## src/rtl/rram_seq_pkg.sv

```systemverilog
// Shared types and constants for the RRAM operation sequencer:
// command opcodes, FSM state codes, line codes and the per-op bias table.
package rram_seq_pkg;

    typedef enum logic [1:0] {
        OP_READ  = 2'b00,
        OP_SET   = 2'b01,
        OP_RESET = 2'b10,
        OP_ADC   = 2'b11
    } op_e;

    // FSM state codes
    localparam logic [3:0] ST_IDLE    = 4'd0;
    localparam logic [3:0] ST_SETUP   = 4'd1;
    localparam logic [3:0] ST_PRE     = 4'd2;
    localparam logic [3:0] ST_SENSE   = 4'd3;
    localparam logic [3:0] ST_PULSE   = 4'd4;
    localparam logic [3:0] ST_CONV    = 4'd5;
    localparam logic [3:0] ST_CAPTURE = 4'd6;
    localparam logic [3:0] ST_DISCH   = 4'd7;
    localparam logic [3:0] ST_RESP    = 4'd8;

    // Driver phase seen by the line encoder
    typedef enum logic [1:0] {
        PH_OFF   = 2'b00,   // everything floating, selects off
        PH_BIAS  = 2'b01,   // op bias applied
        PH_DISCH = 2'b10    // every line grounded, selects off
    } phase_e;

    // Per-line {IN1,IN0} codes; 2'b11 is never produced
    localparam logic [1:0] LC_FLOAT = 2'b00;
    localparam logic [1:0] LC_GND   = 2'b01;
    localparam logic [1:0] LC_DRV   = 2'b10;

    // One-hot voltage selects, bit 0 = V1
    localparam logic [3:0] SEL_NONE = 4'b0000;
    localparam logic [3:0] SEL_V1   = 4'b0001;
    localparam logic [3:0] SEL_V2   = 4'b0010;
    localparam logic [3:0] SEL_V3   = 4'b0100;

    typedef struct packed {
        logic [3:0] sel_wl;
        logic [3:0] sel_bl;
        logic [3:0] sel_sl;
        logic [1:0] code_bl;
        logic [1:0] code_sl;
    } bias_t;

    // Bias table: which voltage each driver selects and which code the
    // addressed bit/source lines receive for a given operation.
    function automatic bias_t bias_for(op_e op);
        bias_t b;
        case (op)
            OP_SET:   b = '{sel_wl: SEL_V2, sel_bl: SEL_V3,   sel_sl: SEL_NONE,
                            code_bl: LC_DRV, code_sl: LC_GND};
            OP_RESET: b = '{sel_wl: SEL_V2, sel_bl: SEL_NONE, sel_sl: SEL_V3,
                            code_bl: LC_GND, code_sl: LC_DRV};
            default:  b = '{sel_wl: SEL_V1, sel_bl: SEL_V1,   sel_sl: SEL_NONE,
                            code_bl: LC_DRV, code_sl: LC_GND};
        endcase
        return b;
    endfunction

endpackage

```

## src/rtl/rram_line_encoder.sv

```systemverilog
// Combinational translation of op/row/column-mask/phase into the per-line
// {IN1,IN0} codes and one-hot voltage selects for the WL, BL and SL drivers.
module rram_line_encoder
    import rram_seq_pkg::*;
(
    input  logic [1:0]  phase,
    input  logic [1:0]  op,
    input  logic [3:0]  row,
    input  logic [15:0] col_mask,
    output logic [3:0]  sel_wl,
    output logic [3:0]  sel_bl,
    output logic [3:0]  sel_sl,
    output logic [15:0] in1_wl,
    output logic [15:0] in0_wl,
    output logic [15:0] in1_bl,
    output logic [15:0] in0_bl,
    output logic [15:0] in1_sl,
    output logic [15:0] in0_sl
);

    bias_t       bias;
    logic [15:0] row_hot;

    assign bias    = bias_for(op_e'(op));
    assign row_hot = 16'd1 << row;

    // Codes: selected WL drives, other WLs ground; addressed BL/SL lines take
    // the op code, unaddressed ones float. Discharge grounds every line.
    always_comb begin
        // NOTE: every output gets a default first so no path leaves a latch.
        sel_wl = SEL_NONE;
        sel_bl = SEL_NONE;
        sel_sl = SEL_NONE;
        in1_wl = '0;
        in0_wl = '0;
        in1_bl = '0;
        in0_bl = '0;
        in1_sl = '0;
        in0_sl = '0;
        case (phase_e'(phase))
            PH_BIAS: begin
                sel_wl = bias.sel_wl;
                sel_bl = bias.sel_bl;
                sel_sl = bias.sel_sl;
                in1_wl = row_hot;
                in0_wl = ~row_hot;
                in1_bl = bias.code_bl[1] ? col_mask : 16'h0000;
                in0_bl = bias.code_bl[0] ? col_mask : 16'h0000;
                in1_sl = bias.code_sl[1] ? col_mask : 16'h0000;
                in0_sl = bias.code_sl[0] ? col_mask : 16'h0000;
            end
            PH_DISCH: begin
                in0_wl = '1;
                in0_bl = '1;
                in0_sl = '1;
            end
            default: ;
        endcase
    end

endmodule

```

## src/rtl/rram_op_sequencer.sv

```systemverilog
// Command sequencer in front of the RRAM analog macro. Accepts one
// READ/SET/RESET/ADC command at a time, steps the array through its timed
// phases with fully registered controls and returns a captured response.
module rram_op_sequencer
    import rram_seq_pkg::*;
#(
    parameter int SETUP_CYC = 4,
    parameter int PRE_CYC   = 2,
    parameter int SENSE_CYC = 2,
    parameter int PULSE_CYC = 8,
    parameter int ADC_CYC   = 4,
    parameter int DISCH_CYC = 2,
    parameter int CNT_W     = 8
) (
    input  logic        CLK,
    input  logic        RST_N,
    input  logic        CMD_VALID,
    output logic        CMD_READY,
    input  logic [1:0]  CMD_OP,
    input  logic [3:0]  CMD_ROW,
    input  logic [15:0] CMD_COL_MASK,
    output logic        RSP_VALID,
    input  logic        RSP_READY,
    output logic [15:0] RSP_CSA,
    output logic [47:0] RSP_ADC,
    output logic        ENABLE_WL,
    output logic        ENABLE_BL,
    output logic        ENABLE_SL,
    output logic        V1_WL, V2_WL, V3_WL, V4_WL,
    output logic        V1_BL, V2_BL, V3_BL, V4_BL,
    output logic        V1_SL, V2_SL, V3_SL, V4_SL,
    output logic [15:0] IN1_WL,
    output logic [15:0] IN0_WL,
    output logic [15:0] IN1_BL,
    output logic [15:0] IN0_BL,
    output logic [15:0] IN1_SL,
    output logic [15:0] IN0_SL,
    output logic        ENABLE_CSA,
    output logic        PRE,
    output logic        SAEN_CSA,
    output logic        REF_CSA,
    output logic [1:0]  CLK_EN_ADC,
    input  logic [15:0] CSA,
    input  logic [15:0] ADC_OUT0,
    input  logic [15:0] ADC_OUT1,
    input  logic [15:0] ADC_OUT2
);

    localparam logic [CNT_W-1:0] SETUP_LD = CNT_W'(SETUP_CYC - 1);
    localparam logic [CNT_W-1:0] PRE_LD   = CNT_W'(PRE_CYC - 1);
    localparam logic [CNT_W-1:0] SENSE_LD = CNT_W'(SENSE_CYC - 1);
    localparam logic [CNT_W-1:0] PULSE_LD = CNT_W'(PULSE_CYC - 1);
    localparam logic [CNT_W-1:0] ADC_LD   = CNT_W'(ADC_CYC - 1);
    localparam logic [CNT_W-1:0] DISCH_LD = CNT_W'(DISCH_CYC - 1);

    // Sequencing state
    logic [3:0]       state_q, state_d;
    logic [CNT_W-1:0] cnt_q, cnt_d;
    logic [1:0]       op_q, op_d;
    logic [3:0]       row_q, row_d;
    logic [15:0]      mask_q, mask_d;
    logic [15:0]      rsp_csa_q, rsp_csa_d;
    logic [47:0]      rsp_adc_q, rsp_adc_d;

    // Registered outputs
    logic        rsp_valid_q, rsp_valid_d;
    logic        cmd_ready_q, cmd_ready_d;
    logic        en_wl_q, en_wl_d;
    logic        en_bl_q, en_bl_d;
    logic        en_sl_q, en_sl_d;
    logic [3:0]  sel_wl_q, sel_wl_d;
    logic [3:0]  sel_bl_q, sel_bl_d;
    logic [3:0]  sel_sl_q, sel_sl_d;
    logic [15:0] in1_wl_q, in1_wl_d, in0_wl_q, in0_wl_d;
    logic [15:0] in1_bl_q, in1_bl_d, in0_bl_q, in0_bl_d;
    logic [15:0] in1_sl_q, in1_sl_d, in0_sl_q, in0_sl_d;
    logic        en_csa_q, en_csa_d;
    logic        pre_q, pre_d;
    logic        saen_q, saen_d;
    logic        ref_q, ref_d;
    logic [1:0]  clk_en_adc_q, clk_en_adc_d;

    logic       accept;
    logic       cnt_done;
    logic       is_prog;
    logic       bias_on;
    logic [1:0] phase_d;

    // CMD_READY is only ever high in IDLE, so it doubles as the idle qualifier
    assign accept   = CMD_VALID && cmd_ready_q;
    assign cnt_done = (cnt_q == '0);
    assign is_prog  = (op_q == OP_SET) || (op_q == OP_RESET);

    // FSM, phase counter, command latch and response capture
    always_comb begin
        state_d   = state_q;
        cnt_d     = cnt_q;
        op_d      = op_q;
        row_d     = row_q;
        mask_d    = mask_q;
        rsp_csa_d = rsp_csa_q;
        rsp_adc_d = rsp_adc_q;
        case (state_q)
            ST_IDLE: begin
                if (accept) begin
                    op_d      = CMD_OP;
                    row_d     = CMD_ROW;
                    mask_d    = CMD_COL_MASK;
                    rsp_csa_d = '0;
                    rsp_adc_d = '0;
                    // An empty column mask has nothing to touch: answer at once
                    if (CMD_COL_MASK == 16'h0000) begin
                        state_d = ST_RESP;
                    end else begin
                        state_d = ST_SETUP;
                        cnt_d   = SETUP_LD;
                    end
                end
            end
            ST_SETUP: begin
                if (!cnt_done) begin
                    cnt_d = cnt_q - 1'b1;
                end else if (is_prog) begin
                    state_d = ST_PULSE;
                    cnt_d   = PULSE_LD;
                end else begin
                    state_d = ST_PRE;
                    cnt_d   = PRE_LD;
                end
            end
            ST_PRE: begin
                if (!cnt_done) begin
                    cnt_d = cnt_q - 1'b1;
                end else if (op_q == OP_ADC) begin
                    state_d = ST_CONV;
                    cnt_d   = ADC_LD;
                end else begin
                    state_d = ST_SENSE;
                    cnt_d   = SENSE_LD;
                end
            end
            ST_SENSE, ST_CONV: begin
                if (!cnt_done) begin
                    cnt_d = cnt_q - 1'b1;
                end else begin
                    state_d = ST_CAPTURE;
                end
            end
            ST_PULSE: begin
                if (!cnt_done) begin
                    cnt_d = cnt_q - 1'b1;
                end else begin
                    state_d = ST_DISCH;
                    cnt_d   = DISCH_LD;
                end
            end
            ST_CAPTURE: begin
                rsp_csa_d = CSA & mask_q;
                rsp_adc_d = (op_q == OP_ADC) ? {ADC_OUT2, ADC_OUT1, ADC_OUT0} : 48'h0;
                state_d   = ST_DISCH;
                cnt_d     = DISCH_LD;
            end
            ST_DISCH: begin
                if (!cnt_done) begin
                    cnt_d = cnt_q - 1'b1;
                end else begin
                    state_d = ST_RESP;
                end
            end
            ST_RESP: begin
                if (rsp_valid_q && RSP_READY) begin
                    state_d = ST_IDLE;
                end
            end
            default: state_d = ST_IDLE;
        endcase
    end

    // Output decode from the next state so every control is a flop output
    always_comb begin
        bias_on = (state_d == ST_SETUP) || (state_d == ST_PRE) ||
                  (state_d == ST_SENSE) || (state_d == ST_PULSE) ||
                  (state_d == ST_CONV)  || (state_d == ST_CAPTURE);
        phase_d = bias_on               ? PH_BIAS  :
                  (state_d == ST_DISCH) ? PH_DISCH : PH_OFF;

        en_wl_d = bias_on && (state_d != ST_SETUP);
        en_bl_d = bias_on || (state_d == ST_DISCH);
        en_sl_d = bias_on || (state_d == ST_DISCH);

        pre_d    = (state_d == ST_PRE);
        saen_d   = (state_d == ST_SENSE);
        ref_d    = (state_d == ST_SENSE);
        en_csa_d = (state_d == ST_SENSE) || (state_d == ST_CONV);

        // ADC phase clocks start at 01 on CONV entry and swap every cycle
        clk_en_adc_d = 2'b00;
        if (state_d == ST_CONV) begin
            clk_en_adc_d = (state_q == ST_CONV) ? {clk_en_adc_q[0], clk_en_adc_q[1]} : 2'b01;
        end

        rsp_valid_d = (state_d == ST_RESP);
        cmd_ready_d = (state_d == ST_IDLE);
    end

    rram_line_encoder u_line_encoder (
        .phase    (phase_d),
        .op       (op_d),
        .row      (row_d),
        .col_mask (mask_d),
        .sel_wl   (sel_wl_d),
        .sel_bl   (sel_bl_d),
        .sel_sl   (sel_sl_d),
        .in1_wl   (in1_wl_d),
        .in0_wl   (in0_wl_d),
        .in1_bl   (in1_bl_d),
        .in0_bl   (in0_bl_d),
        .in1_sl   (in1_sl_d),
        .in0_sl   (in0_sl_d)
    );

    // State and output registers; reset drops every driver immediately
    always_ff @(posedge CLK or negedge RST_N) begin
        if (!RST_N) begin
            state_q      <= ST_IDLE;
            cnt_q        <= '0;
            op_q         <= '0;
            row_q        <= '0;
            mask_q       <= '0;
            rsp_csa_q    <= '0;
            rsp_adc_q    <= '0;
            rsp_valid_q  <= 1'b0;
            cmd_ready_q  <= 1'b0;
            en_wl_q      <= 1'b0;
            en_bl_q      <= 1'b0;
            en_sl_q      <= 1'b0;
            sel_wl_q     <= '0;
            sel_bl_q     <= '0;
            sel_sl_q     <= '0;
            in1_wl_q     <= '0;
            in0_wl_q     <= '0;
            in1_bl_q     <= '0;
            in0_bl_q     <= '0;
            in1_sl_q     <= '0;
            in0_sl_q     <= '0;
            en_csa_q     <= 1'b0;
            pre_q        <= 1'b0;
            saen_q       <= 1'b0;
            ref_q        <= 1'b0;
            clk_en_adc_q <= 2'b00;
        end else begin
            // NOTE: non-blocking assignments so all flops update from pre-edge values.
            state_q      <= state_d;
            cnt_q        <= cnt_d;
            op_q         <= op_d;
            row_q        <= row_d;
            mask_q       <= mask_d;
            rsp_csa_q    <= rsp_csa_d;
            rsp_adc_q    <= rsp_adc_d;
            rsp_valid_q  <= rsp_valid_d;
            cmd_ready_q  <= cmd_ready_d;
            en_wl_q      <= en_wl_d;
            en_bl_q      <= en_bl_d;
            en_sl_q      <= en_sl_d;
            sel_wl_q     <= sel_wl_d;
            sel_bl_q     <= sel_bl_d;
            sel_sl_q     <= sel_sl_d;
            in1_wl_q     <= in1_wl_d;
            in0_wl_q     <= in0_wl_d;
            in1_bl_q     <= in1_bl_d;
            in0_bl_q     <= in0_bl_d;
            in1_sl_q     <= in1_sl_d;
            in0_sl_q     <= in0_sl_d;
            en_csa_q     <= en_csa_d;
            pre_q        <= pre_d;
            saen_q       <= saen_d;
            ref_q        <= ref_d;
            clk_en_adc_q <= clk_en_adc_d;
        end
    end

    assign CMD_READY  = cmd_ready_q;
    assign RSP_VALID  = rsp_valid_q;
    assign RSP_CSA    = rsp_csa_q;
    assign RSP_ADC    = rsp_adc_q;
    assign ENABLE_WL  = en_wl_q;
    assign ENABLE_BL  = en_bl_q;
    assign ENABLE_SL  = en_sl_q;
    assign {V4_WL, V3_WL, V2_WL, V1_WL} = sel_wl_q;
    assign {V4_BL, V3_BL, V2_BL, V1_BL} = sel_bl_q;
    assign {V4_SL, V3_SL, V2_SL, V1_SL} = sel_sl_q;
    assign IN1_WL     = in1_wl_q;
    assign IN0_WL     = in0_wl_q;
    assign IN1_BL     = in1_bl_q;
    assign IN0_BL     = in0_bl_q;
    assign IN1_SL     = in1_sl_q;
    assign IN0_SL     = in0_sl_q;
    assign ENABLE_CSA = en_csa_q;
    assign PRE        = pre_q;
    assign SAEN_CSA   = saen_q;
    assign REF_CSA    = ref_q;
    assign CLK_EN_ADC = clk_en_adc_q;

endmodule

```

## config.mk

```make
export PLATFORM = sky130hd
export DESIGN_NAME = rram_op_sequencer
export DESIGN_NICKNAME = d
export VERILOG_FILES = /design/src/rtl/rram_seq_pkg.sv /design/src/rtl/rram_line_encoder.sv /design/src/rtl/rram_op_sequencer.sv
export SDC_FILE = /design/constraint.sdc
export NUM_CORES = 1
export LEC_CHECK = 0
export ABC_AREA = 1
export CORE_MARGIN = 1.5
export CORE_UTILIZATION = 44
export CTS_BUF_LIST = sky130_fd_sc_hd__clkbuf_4 sky130_fd_sc_hd__clkbuf_8
export CTS_CLUSTER_DIAMETER = 120
export CTS_CLUSTER_SIZE = 16
export DETAILED_ROUTE_END_ITERATION = 7
export PLACE_DENSITY = 0.79
export SETUP_SLACK_MARGIN = 0.15
export SYNTH_ARGS = -nofsm -noshare
export SYNTH_HDL_FRONTEND = slang
export SYNTH_SLANG_ARGS = --single-unit
```

## constraint.sdc

```tcl
create_clock -name CLK -period 2.31 [get_ports CLK]
set_input_delay 0.3465 -clock CLK [delete_from_list [all_inputs] [get_ports CLK]]
set_output_delay 0.3465 -clock CLK [all_outputs]
set_load 0.05 [all_outputs]
```

After elaboration in Yosys (flattened, before gate mapping)
Cells that the tools add are included.
{"block": "word_totals", "reg_bits": 215, "latchBits": 0, "ram_bits": 0, "rom_bits": 0, "inputBits": 90, "output_inout_bits": 183, "wordCells": 125, "memories": 0}
{"block": "op_classes", "n_addsub": 1, "n_mul": 0, "div": 0, "magnitude_cmp": 0, "eq_ne": 27, "shifts": 1, "n_mux": 49, "n_bitwise": 2, "reduce_logical": 21}
{"op": "$mux W16", "count": 10}
{"op": "$pmux W16 S2", "count": 4}
{"op": "$mux W48", "count": 2}
{"op": "$pmux W48 S2", "count": 1}
{"op": "$mux W4", "count": 12}
{"op": "$mux W8", "count": 6}
{"op": "$pmux W8 S6", "count": 1}
{"op": "$eq A4 B3 Y1 const B", "count": 8}
{"op": "$pmux W4 S8", "count": 1}
{"op": "$pmux W14 S2", "count": 1}
{"op": "$and A16 B16 Y16", "count": 1}
{"op": "$eq A4 B2 Y1 const B", "count": 4}
{"op": "$logic_not A16 Y1", "count": 1}
{"op": "$mux W2", "count": 8}
{"op": "$not A16 Y16", "count": 1}
{"op": "$shl A1 B4 Y16 const A", "count": 1}
{"op": "$mux W3", "count": 3}
{"op": "$eq A2 B2 Y1 const B", "count": 4}
{"op": "$eq A4 B1 Y1 const B", "count": 2}
{"op": "$eq A4 B4 Y1 const B", "count": 2}
{"op": "$logic_not A4 Y1", "count": 2}
{"op": "$logic_not A8 Y1", "count": 1}
{"op": "$logic_or A1 B1 Y1", "count": 8}
{"op": "$sub A8 B1 Y8 const B", "count": 1}
{"op": "10 further kinds", "count": 16}

Logic depth before layout (Yosys ltp)
Gate-level depths: netlist (run 1).
{"block": "logic_depth", "ltp_word": 14, "mapped_depth": 16, "ltp_nobuf": 15}

Cells and area by module
A second synthesis (run 1) with hierarchy kept.
{"block": "hier_totals", "hier_cells": 925, "area_unflattened_um2": 8929.8}
{"module": "rram_op_sequencer", "instances": 1, "cells_each": 713, "area_each_um2": 7776.2, "seq_area_each_um2": 5380.2}
{"module": "rram_line_encoder", "instances": 1, "cells_each": 212, "area_each_um2": 1153.6, "seq_area_each_um2": 0.0}

Least setup slack after synthesis (run 1)
No wires, ideal clock.
{"block": "synth_timing", "path_kind": "register to register", "from": "register cmd_ready_q (netlist: CMD_READY)", "to": "register in0_sl_q[11] (netlist: IN0_SL[11])", "setup_time_ps": 138, "arrival_time_ps": 2473, "required_ps": 2172, "path_slack_ps": -300, "stages_incl_launch_ff": 15, "n_path_buf": 3, "period_less_slack_ps": 2610, "cell_sequence": "dfrtp_1 nand2_1 inv_1 nand2_2 inv_2 clkbuf_1 or2_2 o21ai_0 inv_1 ha_1 buf_1 clkbuf_1 nor2_1 nand2_4 nand2_2"}
{"block": "synth_between", "elab_cells_between_ends": 28, "classes_between": "eq/ne: 11; mux: 11; reduce/logical: 6"}
{"item": "start: declaration", "line_no": "rram_op_sequencer.sv:67", "rtl": "logic cmd_ready_q, cmd_ready_d;"}
{"item": "start signal: assignment", "line_no": "rram_op_sequencer.sv:261", "rtl": "cmd_ready_q <= cmd_ready_d;"}
{"item": "$logic_and A1 B1 Y1 *", "line_no": "rram_op_sequencer.sv:90", "rtl": "assign accept = CMD_VALID && cmd_ready_q;"}
{"item": "$mux W2 *", "line_no": "rram_op_sequencer.sv:105", "rtl": "if (accept) begin"}
{"item": "$mux W2 *", "line_no": "rram_op_sequencer.sv:103", "rtl": "case (state_q)"}
{"item": "via op_d[1]", "line_no": "rram_op_sequencer.sv:59", "rtl": "logic [1:0] op_q, op_d;"}
{"item": "$eq A2 B2 Y1 / $eq A2 B1 Y1 (equally long branches)", "line_no": "rram_seq_pkg.sv:53", "rtl": "case (op)"}
{"item": "$pmux W14 S2 *", "line_no": "rram_seq_pkg.sv:53"}
{"item": "$mux W16 *", "line_no": "rram_line_encoder.sv:50", "rtl": "in0_sl = bias.code_sl[0] ? col_mask : 16'h0000;"}
{"item": "$pmux W16 S2 *", "line_no": "rram_line_encoder.sv:40", "rtl": "case (phase_e'(phase))"}
{"item": "via in0_sl_d[11]", "line_no": "rram_op_sequencer.sv:76", "rtl": "logic [15:0] in1_sl_q, in1_sl_d, in0_sl_q, in0_sl_d;"}
{"item": "end signal: assignment", "line_no": "rram_op_sequencer.sv:273", "rtl": "in0_sl_q <= in0_sl_d;"}
{"item": "end: declaration", "line_no": "rram_op_sequencer.sv:76"}
The timed path passes the listed nets; every way through them passes the cells marked *.
A chain may end at the register's enable or synchronous reset.

Worst setup path after layout (run 1)
{"block": "layout_timing", "from": "register state_q[0]", "to": "register in0_sl_q[13] (netlist: IN0_SL[13])"}
{"block": "layout_between", "elab_chain_len": 12, "elab_cells_between_ends": 41, "classes_between": "eq/ne: 19; mux: 15; reduce/logical: 7"}
{"item": "start: declaration", "line_no": "rram_op_sequencer.sv:57", "rtl": "logic [3:0] state_q, state_d;"}
{"item": "start signal: assignment", "line_no": "rram_op_sequencer.sv:253", "rtl": "state_q <= state_d;"}
{"item": "$eq A4 B3 Y1 / $eq A4 B2 Y1 (equally long branches)", "line_no": "rram_op_sequencer.sv:103"}
{"item": "$reduce_or A2 Y1", "line_no": "rram_op_sequencer.sv:103"}
{"item": "$pmux W4 S8", "line_no": "rram_op_sequencer.sv:103"}
{"item": "$eq A4 B1 Y1 / $eq A4 B2 Y1 (equally long branches)", "line_no": "rram_op_sequencer.sv:181", "rtl": "bias_on = (state_d == ST_SETUP) || (state_d == ST_PRE) ||"}
{"item": "$logic_or A1 B1 Y1 (2 in a row)", "line_no": "rram_op_sequencer.sv:181"}
{"item": "$logic_or A1 B1 Y1 (2 in a row)", "line_no": "rram_op_sequencer.sv:182", "rtl": "(state_d == ST_SENSE) || (state_d == ST_PULSE) ||"}
{"item": "$logic_or A1 B1 Y1", "line_no": "rram_op_sequencer.sv:183", "rtl": "(state_d == ST_CONV) || (state_d == ST_CAPTURE);"}
{"item": "$mux W2", "line_no": "rram_op_sequencer.sv:184", "rtl": "phase_d = bias_on ? PH_BIAS :"}
{"item": "$eq A2 B2 Y1 / $eq A2 B1 Y1 (equally long branches)", "line_no": "rram_line_encoder.sv:40"}
{"item": "$pmux W16 S2 *", "line_no": "rram_line_encoder.sv:40"}
{"item": "via in0_sl_d[13]", "line_no": "rram_op_sequencer.sv:76"}
Marked as above.

==> impl_metrics.csv, run 1 <==
group,metric,value,unit
worst_setup_path,r2r_start,"state_q[0]",
die,fp.dieArea,21400,µm²
sta,setup_tns,0,ns
clock_network,htree_levels,1,
global_route,grt_first_pass_wirelength,38900,µm
sta,max_freq,470,MHz
die,core-area,20200,µm²
yosys,synth-warning-count,0,
die,rows,52,
route,route.antenna.remaining_nets,0,
worst_setup_path,reg2reg_slack,0.18,ns
worst_setup_path,r2r_cells,13,
worst_setup_path,timing.rr.end,"IN0_SL[13]",
global_route,grt_max_degree,129,
die,die_width,146,µm
worst_setup_path,critPathRequiredTime,2.68,ns
sta,hold_violations,0,
place,hpwl,18000,µm
route,drtIter0Drc,341,
flow_run,drv_cap,0,
worst_setup_path,end_kind,"flop",
worst_setup_path,crit_arrival,2.50,ns
die,start_util,44.7,%
sta,finClkSkew,0.0178,ns
die,io_pins,273,
cells_and_area,drive_gt1_share,20.8,%
worst_setup_path,max_stage_delay,0.46,ns
global_route,overflow,0,
clock_network,clkTransAtPathRegs,0.12,ns
clock_network,cts_buffers,16,
sta,relSlewSlack,59.5,%
route,viasPerCell,4.82,
status,outcome,"complete, no violations",
sta,period_share,92.1,%
sta,rsz0062_at_grt,"true",
sta,final_max_slew_viol_count,0,
route,routedWlPerCell,16.2,µm
die,die_h,146,µm
route,first_pass_iters,5,
worst_setup_path,crit_path_start_kind,"flop",
worst_setup_path,crit_fanout,8,
global_route,first_global_vias,7373,
route,num_vias,7335,
cells_and_area,nets,1347,
place,globalplace.congestion,0.886,
route,post-route-drc-count,0,
clock_network,cts.path.max_buffers,3,
worst_setup_path,worstSetupPathType,"reg2reg",
yosys,synth_cell_type_count,43,
global_route,grtUsageTotal,23.0,%
yosys,synthesis.area,9020,µm²
clock_network,cts_tree,"done",
cells_and_area,area_growth,43.3,%
cells_and_area,fillers,1631,
route,totalWireLength,24700,µm
yosys,syn_area_per_cell,9.52,µm²
clock_network,clk_latency,0.50,ns
yosys,synth-seq-cells,207,
global_route,antenna_found_initial,0,
worst_setup_path,cpMostUsedCell,"nand2_2",
place,io_buffers,265,
yosys,syn_inst,947,
worst_setup_path,cp-startpoint,"state_q[0]",
hold_path,min_path_type,"in2async",
sta,tightestPinTransition,0.608,ns
cells_and_area,n_antenna_cell,0,
yosys,synth_seq_area_share,57.5,%
worst_setup_path,cp_slowest_cell,"dfrtp_2",
clock_network,clock_sinks,207,
worst_setup_path,crit_chain,"buf_4, nand2_2, nor2_4, buf_4, o21ai_4, nand3_2, nor2_4, nand2_2, nand2_4, nand2_8, buf_12, nand2_4, nand2_2",
sta,fin_crit,2.13,ns
sta,setup_violations,0,
clock_network,clockRootBuffer,"clkbuf_8",
[worst max-delay path, delay by kind of cell (launching register included)]
kind	cells	cell delay, ns
simple gates	9	0.87
flops	1	0.46
buf+inv	3	0.49
compound gates	1	0.18
[placed cells by master (no fill, tap or decap), types with 4 or more instances in the layout]
| cell | synthesis | final |
|---|---|---|
| clkbuf_8 | 0 | 18 |
| nand2_2 | 25 | 39 |
| clkdlybuf4s50_1 | 0 | 264 |
| o21ai_0 | 85 | 82 |
| inv_1 | 109 | 105 |
| nand3_2 | 4 | 4 |
| buf_4 | 12 | 57 |
| inv_2 | 12 | 16 |
| dfrtp_1 | 207 | 203 |
| buf_12 | 4 | 11 |
| nor2_4 | 15 | 30 |
| conb_1 | 1 | 7 |
| nor2_1 | 78 | 50 |
| o21a_1 | 16 | 16 |
| dfrtp_2 | 0 | 4 |
| nand3_1 | 77 | 75 |
| nand2_1 | 183 | 165 |
| nor2_2 | 6 | 19 |
| o21ai_4 | 1 | 4 |
| nand2_4 | 36 | 41 |
[flip-flops by register name (all words and copies together) (netlist names), 8 cells and up]
signal,flops
IN0_SL,16
mask_q,16
cnt_q,8
IN1_BL,16
RSP_ADC,48
IN1_WL,16
IN1_SL,16
IN0_BL,16
RSP_CSA,16
IN0_WL,16
[per-layer routing]
metal	vias up	part of all wire (%)	track usage [%]	routed length, µm
met5	-	0	0	0
met4	0	4.3	9.24	1060
met3	64	6.1	4.09	1510
met2	257	48	37.6	11800
met1	3497	42	30.4	10300
li1	3517	-	-	-
[metrics by stage]
step	area [µm²]	hold WS [ns]	setup WS [ns]	utilization, %	instances
2_1_floorplan	9200	0.0509	0.162	-	953
3_3_place_gp	12300	0.363	-0.0324	61.2	1484
3_5_place_dp	12300	0.363	-0.0725	61.2	1484
4_1_cts	12700	0.366	0.169	63.0	1512
5_1_grt	12900	0.384	0.0856	64.0	1522
6_report	12900	0.377	0.183	64.0	1522
[how the worst max path moves through the flow]
| stage | to |
|---|---|
| CTS | IN0_BL[0] |
| floorplan | IN0_SL[11] |
| global placement | IN0_SL[0] |
| global route | IN0_SL[9] |
| detailed placement | IN0_BL[5] |
| finish | IN0_SL[13] |
[cell type report]
type	instances	area (µm²)	share of cell area (%)
flip-flops and latches	207	5180	40.1
multi-input cells	568	3350	26.0
repair buffers	334	3310	25.7
inverters	125	484	3.75
well taps	270	338	2.62
clock buffers	18	241	1.87
[synthesized netlist by cell type, drive strengths merged]
cell       n  area share [%]
xnor2      1           0.097
o311ai     1           0.097
nor3       3            0.17
conb       1           0.042
dfrtp    207              57
ha         5            0.69
o22ai      1           0.069
buf       28             2.6
clkbuf    26             1.1
clkinv     2           0.083
a21oi      3            0.17
inv      123             5.2
nor2      99             5.5
or2        3            0.21
o211ai     3            0.31
nand3     81             4.7
a21boi     4            0.33
nand4      2            0.21
o2111ai    1           0.097
nand2    245              14
o21ai     91             5.3
nor3b      1           0.083
o21a      16             1.3
[cells by family (layout without fill, tap and decap cells)]
logic type,count (synthesis),after routing,synth area share (%)
adder cells (fa/ha/maj),5,5,0.694
buffers and inverters,179,477,8.98
other,1,7,0.0416
XOR/XNOR,1,1,0.0972
flip-flops,207,207,57.5
AO/OA/AOI/OAI,120,120,7.74
AND/OR/NAND/NOR,434,435,25.0
[what timing repair did]
item	in CTS	in global routing
hold buffers	1	0
buffers inserted	8	10
cloned	1	0
gates resized for setup	13	41
pin swaps	10	15
hold endpoints to repair	57	0
endpoints found under the setup margin	97	102
Power of run 1 is left out: the tool's default activity adds up to more than one toggle a clock period on the data nets, which glitch-free logic cannot reach.
==> inputs of run 2 (changes only) <==
--- a/config.mk
+++ b/config.mk
@@ -6,7 +6,6 @@
 export NUM_CORES = 1
 export LEC_CHECK = 0
 export ABC_AREA = 1
-export CORE_MARGIN = 1.5
 export CORE_UTILIZATION = 44
 export CTS_BUF_LIST = sky130_fd_sc_hd__clkbuf_4 sky130_fd_sc_hd__clkbuf_8
 export CTS_CLUSTER_DIAMETER = 120
==> impl_metrics.csv, run 2 (synthesized netlist as in run 1, its figures left out) <==
group,metric,value,unit
die,io_pins,273,
die,die_h,145,µm
sta,hold_violations,0,
worst_setup_path,crit_path_start_kind,"flop",
worst_setup_path,crit_fanout,8,
cells_and_area,area_growth,44.1,%
cells_and_area,nets,1352,
cells_and_area,drive_gt1_share,21.5,%
route,routedWlPerCell,16.4,µm
global_route,grt_max_degree,64,
worst_setup_path,max_stage_delay,0.40,ns
sta,max_freq,469,MHz
route,first_pass_iters,5,
die,start_util,45.6,%
hold_path,min_path_type,"in2async",
clock_network,clock_sinks,207,
place,io_buffers,265,
sta,finClkSkew,0.0148,ns
cells_and_area,n_antenna_cell,0,
worst_setup_path,reg2reg_slack,0.18,ns
cells_and_area,final_area,13000,µm²
place,hpwl,18000,µm
clock_network,clockRootBuffer,"clkbuf_8",
worst_setup_path,crit_family,"simple AND/OR/NAND/NOR gates",
route,post-route-drc-count,0,
clock_network,clkTransAtPathRegs,0.10,ns
sta,rsz0062_at_grt,"true",
sta,fin_crit,2.13,ns
sta,setup_slack,0.180,ns
worst_setup_path,crit_arrival,2.51,ns
die,core-area,19800,µm²
route,totalWireLength,24900,µm
route,route.antenna.remaining_nets,0,
cells_and_area,final_common_cell,"clkdlybuf4s50_1",
worst_setup_path,cp_slowest_cell,"dfrtp_1",
global_route,overflow,0,
worst_setup_path,critPathRequiredTime,2.69,ns
clock_network,htree_levels,1,
status,outcome,"complete, no violations",
sta,finalHoldWorstSlack,0.379,ns
route,num_vias,7324,
global_route,antenna_found_initial,0,
worst_setup_path,cpMostUsedCell,"nand2_4",
sta,tightestPinTransition,0.594,ns
global_route,grtUsageTotal,23.3,%
worst_setup_path,crit_buf_inv,3,
cells_and_area,largest_register_ffs,48,
clock_network,cts.path.max_buffers,3,
sta,relSlewSlack,60.4,%
die,die_width,145,µm
place,place_ws,-0.128,ns
worst_setup_path,end_kind,"flop",
clock_network,cts_tree,"done",
route,viasPerCell,4.81,
worst_setup_path,crit_chain,"inv_2, ha_4, nand2_2, nor2_4, nand2_4, buf_4, nand2_1, nand2_2, nand2_4, nor2_4, nand2_4, nand2_8, buf_12, nand2_4, nand2_1",
worst_setup_path,r2r_cells,15,
place,globalplace.congestion,0.863,
clock_network,clk_latency,0.52,ns
cells_and_area,final_core_util,65.7,%
place,placed_cell_area,12300,µm²
sta,period_share,92.2,%
worst_setup_path,worstSetupPathType,"reg2reg",
route,drtIter0Drc,340,
sta,setup_violations,0,
worst_setup_path,worst-path-stages,15,
global_route,grt_first_pass_wirelength,39000,µm
cells_and_area,layout_common_cells,"clkdlybuf4s50_1 (264), dfrtp_1 (204), nand2_1 (168)",
global_route,first_global_vias,7119,
clock_network,cts_buffers,16,
die,rows,51,
flow_run,drv_cap,0,
die,fp.dieArea,21100,µm²
sta,final_max_slew_viol_count,0,
-- run 2: cell count changes in the layout (fill, tap and decap cells not counted), sizes merged --
cell,delta
buf,+4
clkbuf,+1
inv,+1
-- run 2: layout make-up --
class / count / area [µm²]
multi-input cells: 568 / 3350
well taps: 265 / 332
repair inverters: 1 / 6.26
repair buffers: 338 / 3380
inverters: 125 / 490
fillers: 1553 / 6790
flip-flops and latches: 207 / 5180
clock buffers: 19 / 249
-- run 2: worst paths after layout --
path                               to        from
max                         IN0_BL[0]    cnt_q[0]
max reg2reg                 IN0_BL[0]    cnt_q[0]
min reg2reg                RSP_CSA[3]  RSP_CSA[3]
max in group asynchronous   CMD_READY       RST_N
min                        RSP_CSA[6]       RST_N
min in group CLK           RSP_CSA[3]      CSA[3]
-- run 2: worst reg2reg max path, stage by stage, from the launching register on --
cell and delay, ns:
dfrtp_1 0.40, inv_2 0.09, ha_4 0.17, nand2_2 0.07
nor2_4 0.15, nand2_4 0.10, buf_4 0.17, nand2_1 0.09
nand2_2 0.08, nand2_4 0.10, nor2_4 0.06, nand2_4 0.12
nand2_8 0.12, buf_12 0.18, nand2_4 0.06, nand2_1 0.05
-- run 2: per-stage QoR --
| step | setup TNS (ns) | cells |
|---|---|---|
| floorplan | 0 | 953 |
| global placement | -4.43 | 1479 |
| detailed placement | -6.64 | 1479 |
| CTS | 0 | 1506 |
| global route | 0 | 1523 |
| finish | 0 | 1523 |
-- run 2: layer usage --
| layer | GRT usage, % | vias to the layer above | part of all wire, % |
|---|---|---|---|
| met3 | 4.40 | 41 | 6.2 |
| met4 | 6.89 | 0 | 2.6 |
| li1 | - | 3523 | - |
| met5 | 0 | - | 0 |
| met2 | 38.9 | 244 | 49 |
| met1 | 30.9 | 3516 | 42 |
-- run 2: what timing repair did --
item / CTS / global route
buffers inserted: 6 / 16
hold endpoints to repair: 59 / 0
pin swaps: 10 / 20
gates cloned: 1 / 1
endpoints found under the setup margin: 85 / 100
gates resized for setup: 17 / 44
hold buffers: 1 / 0
Power of run 2 is left out for the same reason.
